===== config.mk =====
export PLATFORM = sky130hd
export DESIGN_NAME = demux2_buf
export DESIGN_NICKNAME = d
export VERILOG_FILES = /design/src/rtl/fifo2.sv /design/src/rtl/demux2_buf.sv
export SDC_FILE = /design/constraint.sdc
export NUM_CORES = 1
export LEC_CHECK = 0
export ABC_AREA = 0
export BUFFER_PORTS_ARGS = -buffer_cell sky130_fd_sc_hd__buf_2
export CORE_UTILIZATION = 55
export DETAILED_ROUTE_END_ITERATION = 8
export PLACE_DENSITY = 0.79
export SETUP_SLACK_MARGIN = 0.3
export SYNTH_ARGS = -nofsm -noshare
export SYNTH_HDL_FRONTEND = slang
export SYNTH_SLANG_ARGS = --single-unit

===== constraint.sdc =====
create_clock -name clk -period 4.4 [get_ports clk]
set_clock_uncertainty 0.1 [all_clocks]
set_input_delay 0.88 -clock clk [delete_from_list [all_inputs] [get_ports clk]]
set_output_delay 0.88 -clock clk [all_outputs]
set_load 0.01 [all_outputs]

===== src/rtl/fifo2.sv =====
// ---------------------------------------------------------------------------
// fifo2 -- two-entry FIFO used as the per-channel buffer of demux2_buf.
//
// Ports
//   clk     : clock, all state changes on the rising edge
//   rst_aL  : asynchronous active-low reset; empties the FIFO and zeroes storage
//   push    : write wdata this cycle (ignored while full)
//   pop     : discard the head entry this cycle (ignored while empty)
//   wdata   : word to write
//   rdata   : head entry, read straight from storage at the read pointer
//   full    : occupancy is 2
//   empty   : occupancy is 0
// ---------------------------------------------------------------------------
module fifo2 #(
    parameter int WIDTH = 32
) (
    input  logic             clk,
    input  logic             rst_aL,
    input  logic             push,
    input  logic             pop,
    input  logic [WIDTH-1:0] wdata,
    output logic [WIDTH-1:0] rdata,
    output logic             full,
    output logic             empty
);

    localparam int DEPTH = 2;

    logic [WIDTH-1:0] mem [DEPTH];
    logic [1:0]       count;
    logic             wr_ptr;
    logic             rd_ptr;
    logic             do_push;
    logic             do_pop;

    // Occupancy comes from the count alone, so pointer wrap needs no care.
    assign full    = (count == 2'd2);
    assign empty   = (count == 2'd0);
    assign do_push = push && !full;
    assign do_pop  = pop && !empty;
    assign rdata   = mem[rd_ptr];

    // NOTE: storage is reset along with the control state so rdata reads 0
    // during and after reset; without that, stale words would be visible.
    always_ff @(posedge clk or negedge rst_aL) begin
        if (!rst_aL) begin
            count  <= 2'd0;
            wr_ptr <= 1'b0;
            rd_ptr <= 1'b0;
            for (int i = 0; i < DEPTH; i++) begin
                mem[i] <= '0;
            end
        end else begin
            // NOTE: non-blocking assignments keep every register reading the
            // pre-edge values of the others, independent of statement order.
            if (do_push) begin
                mem[wr_ptr] <= wdata;
                wr_ptr      <= ~wr_ptr;
            end
            if (do_pop) begin
                rd_ptr <= ~rd_ptr;
            end
            case ({do_push, do_pop})
                2'b10:   count <= count + 2'd1;
                2'b01:   count <= count - 2'd1;
                default: count <= count;
            endcase
        end
    end

endmodule


===== src/rtl/demux2_buf.sv =====
// ---------------------------------------------------------------------------
// demux2_buf -- routes each accepted input word to one of two buffered
// output channels selected by in_sel, with a two-entry FIFO per channel.
//
// Ports
//   clk, rst_aL               : clock and asynchronous active-low reset
//   in_valid/in_ready/in_data : upstream handshake and payload
//   in_sel                    : destination channel of the current word
//   out0_valid/out0_ready/out0_data : channel 0 handshake and head word
//   out1_valid/out1_ready/out1_data : channel 1 handshake and head word
//
// in_ready depends only on in_sel and the registered FIFO state, never on
// the consumers' ready, so a full channel refuses a word even while it is
// being drained in the same cycle.
// ---------------------------------------------------------------------------
module demux2_buf #(
    parameter int WIDTH = 32
) (
    input  logic             clk,
    input  logic             rst_aL,
    input  logic             in_valid,
    output logic             in_ready,
    input  logic             in_sel,
    input  logic [WIDTH-1:0] in_data,
    output logic             out0_valid,
    input  logic             out0_ready,
    output logic [WIDTH-1:0] out0_data,
    output logic             out1_valid,
    input  logic             out1_ready,
    output logic [WIDTH-1:0] out1_data
);

    logic full0, full1;
    logic empty0, empty1;
    logic push0, push1;
    logic pop0, pop1;
    logic accept;

    // NOTE: every output of this block gets a default first so no path
    // leaves a value unassigned and no latch is inferred.
    always_comb begin
        in_ready = 1'b0;
        push0    = 1'b0;
        push1    = 1'b0;
        accept   = 1'b0;
        in_ready = in_sel ? !full1 : !full0;
        accept   = in_valid && in_ready;
        push0    = accept && !in_sel;
        push1    = accept && in_sel;
    end

    assign out0_valid = !empty0;
    assign out1_valid = !empty1;
    assign pop0       = out0_ready && !empty0;
    assign pop1       = out1_ready && !empty1;

    fifo2 #(.WIDTH(WIDTH)) u_fifo0 (
        .clk    (clk),
        .rst_aL (rst_aL),
        .push   (push0),
        .pop    (pop0),
        .wdata  (in_data),
        .rdata  (out0_data),
        .full   (full0),
        .empty  (empty0)
    );

    fifo2 #(.WIDTH(WIDTH)) u_fifo1 (
        .clk    (clk),
        .rst_aL (rst_aL),
        .push   (push1),
        .pop    (pop1),
        .wdata  (in_data),
        .rdata  (out1_data),
        .full   (full1),
        .empty  (empty1)
    );

endmodule


==> results.py <==
metrics = {
    "outcome": {
        "status": "completed",
    },
    "worst_setup_path": {
        "rr_worst_depth": 4,
        "worstSetupEndpointType": "output port",
        "required_ns": 3.42,
        "startpoint_type": "flip-flop",
        "worstReg2RegEnd": "u_fifo1.mem[49]",
        "crit_slowest_cell": "dfrtp_2",
        "crit_family": "flip-flops",
        "cp_max_fo": 33,
        "crit_type": "reg -> out",
        "crit_buf_inv": 1,
        "worst_ep_arrival_time_ns": 2.03,
        "reg2reg_setup_slack_ns": 2.07,
        "crit_chain": "mux2_2 -> buf_2",
        "r2r-start": "u_fifo1.count[1]",
        "worst-path-stages": 2,
        "cpPeakStageDelay_ns": 0.92,
    },
    "yosys": {
        "ys_ff_latch": 136,
        "synth-seq-area-share": 0.564,
        "synthFlopType": "dfrtp_1",
        "yosysWarnings": 0,
        "netlist_top_cells_count": "mux2_2 (157), dfrtp_1 (136), mux2_4 (30)",
        "synth_cell_types": 21,
        "yosysMostFrequentCell": "mux2_2",
        "synth_area_mm2": 0.00603,
        "yosys-top-cells-area": "dfrtp_1 (56%), mux2_2 (29%), mux2_4 (7.5%), mux2_1 (0.93%), xnor2_1 (0.87%)",
        "syn_avg_cell_area_um2": 15.8,
        "synth_top_area_share": 0.564,
        "synth.largest_area_cell": "dfrtp_1",
        "synth_edf_count": 0,
        "async_flop_share": 1.00,
        "synth_cells": 381,
        "synth_nets": 421,
    },
    "finish": {
        "design_area_mm2": 0.00733,
        "syn_to_final_growth_pct": 21.5,
        "utilization": 0.701,
        "antennaDiodeCount": 0,
        "fin_nets": 530,
        "drive_above_1_share": 0.670,
        "fill_cells": 734,
    },
    "clock_tree": {
        "clock_path_buffers": 2,
        "post_cts_buffers": 0,
        "cts_root_buf": "clkbuf_8",
        "clk_pin_slew_ns": 0.06,
        "htreeDepth": 4,
        "cts_tree": "done",
        "numCtsBuffers": 17,
        "postCtsHoldBufs": 0,
        "cts_sinks": 136,
        "clk_latency_ns": 0.52,
        "ctsResizeCount": 0,
    },
    "die": {
        "start_util": 0.577,
        "num_rows": 37,
        "die_y_um": 107,
        "io_pins": 105,
        "die_area_mm2": 0.0114,
        "core_mm2": 0.0105,
        "chipWidth_um": 107,
    },
    "route": {
        "drtAntennaViolNets": 0,
        "drc_errors": 0,
        "drt_iter0_drc": 100,
        "routed_wirelength_mm": 11.8,
        "firstDrtPassIters": 4,
        "wl_per_cell_um": 18.5,
        "dr_total_vias": 3455,
        "viasPerCell": 5.41,
    },
    "sta": {
        "fmax_mhz": 332,
        "slew_headroom": 0.413,
        "final.setup.tns_ns": 0,
        "period_share": 0.684,
        "rsz0062_at_grt": "false",
        "finalMaxSlewViolations": 0,
        "finalSetupViolations": 0,
        "setup_ws_ns": 1.39,
        "worst_slew_pin_slew_ns": 0.878,
        "finalHoldViolations": 0,
        "layout_min_cycle_time_ns": 3.01,
    },
    "run": {
        "cap_violations": 0,
    },
    "power": {
        "ir_drop_mv": 0.442,
        "leakage_nw": 3.42,
        "power_density_mw_per_mm2": 855,
        "power_mw": 6.27,
    },
    "grt": {
        "grt_pass1_wl_mm": 19.3,
        "grt.overflow.total": 0,
        "track_usage": 0.226,
        "antenna_found_initial": 0,
        "grt_start_max_net_pins": 85,
        "grt_pass1_vias": 3697,
    },
    "hold_path": {
        "hold_class": "in -> async",
    },
    "placement": {
        "dp_hpwl_mm": 7.53,
        "port_buffers": 104,
        "placed_cell_area_mm2": 0.00668,
        "gp_congestion": 0.705,
        "place_worst_setup_slack_ns": 1.61,
    },
}
## final cells by class
cell class / count / area (µm²) / share of cell area
repair buffers: 111 / 579 / 0.0790
multi-input cells: 224 / 2520 / 0.344
clock buffers: 18 / 428 / 0.0584
well taps: 136 / 170 / 0.0232
clock inverters: 14 / 228 / 0.0311
flip-flops and latches: 136 / 3410 / 0.464
## report_power, final
part	switching, mW	internal, mW
logic	0.916	1.42
clock network	0.522	1.04
registers	0.473	1.89
total	1.91	4.36
## how the worst max path moves through the flow
| stage | slack, ns | to | startpoint |
|---|---|---|---|
| floorplan | 2.16 | out0_data[22] | u_fifo0.rd_ptr |
| global placement | 1.68 | u_fifo1.mem[39] | in_sel |
| detailed placement | 1.61 | u_fifo1.mem[49] | in_sel |
| CTS | 1.37 | out0_data[13] | u_fifo0.rd_ptr |
| global route | 1.30 | out0_data[1] | u_fifo0.rd_ptr |
| finish | 1.39 | out0_data[2] | u_fifo0.rd_ptr |
## kinds of logic after synthesis
kind of cell	after synthesis	synth area share
simple gates	19	0.0195
fa+ha+maj	2	0.00415
buf+inv	21	0.0199
flops	136	0.564
compound gates	1	0.000829
mux	192	0.377
xor+xnor	10	0.0145
## state kept, by name, summed over array words and instances (netlist names)
signal,flops
u_fifo1.mem,64
u_fifo0.count,2
u_fifo1.rd_ptr,1
u_fifo0.mem,64
u_fifo0.rd_ptr,1
u_fifo0.wr_ptr,1
u_fifo1.count,2
u_fifo1.wr_ptr,1
## cell usage in the layout, fill, tap and decap left out, types with 5 or more instances in the layout
master     netlist  final
buf_2            9    103
buf_4            0      7
bufinv_16        0      6
clkbuf_16        0     16
clkinv_2         0      6
dfrtp_1        136    134
mux2_1           5      5
mux2_2         157    157
mux2_4          30     30
xnor2_1          6      6
## metal layers
| metal | routed length (µm) | track usage | vias up |
|---|---|---|---|
| met1 | 5300 | 0.301 | 1777 |
| met2 | 5810 | 0.361 | 80 |
| met5 | 0 | 0 | - |
| li1 | - | - | 1580 |
| met3 | 527 | 0.0565 | 18 |
| met4 | 167 | 0.0793 | 0 |
## per-stage QoR
stage / std cells / hold slack (ns)
finish: 639 / 0.314
global route: 639 / 0.375
CTS: 639 / 0.330
detailed placement: 607 / 0.374
global placement: 607 / 0.364
floorplan: 381 / 0.354
Note: power is estimated with default switching activity, not from simulation.
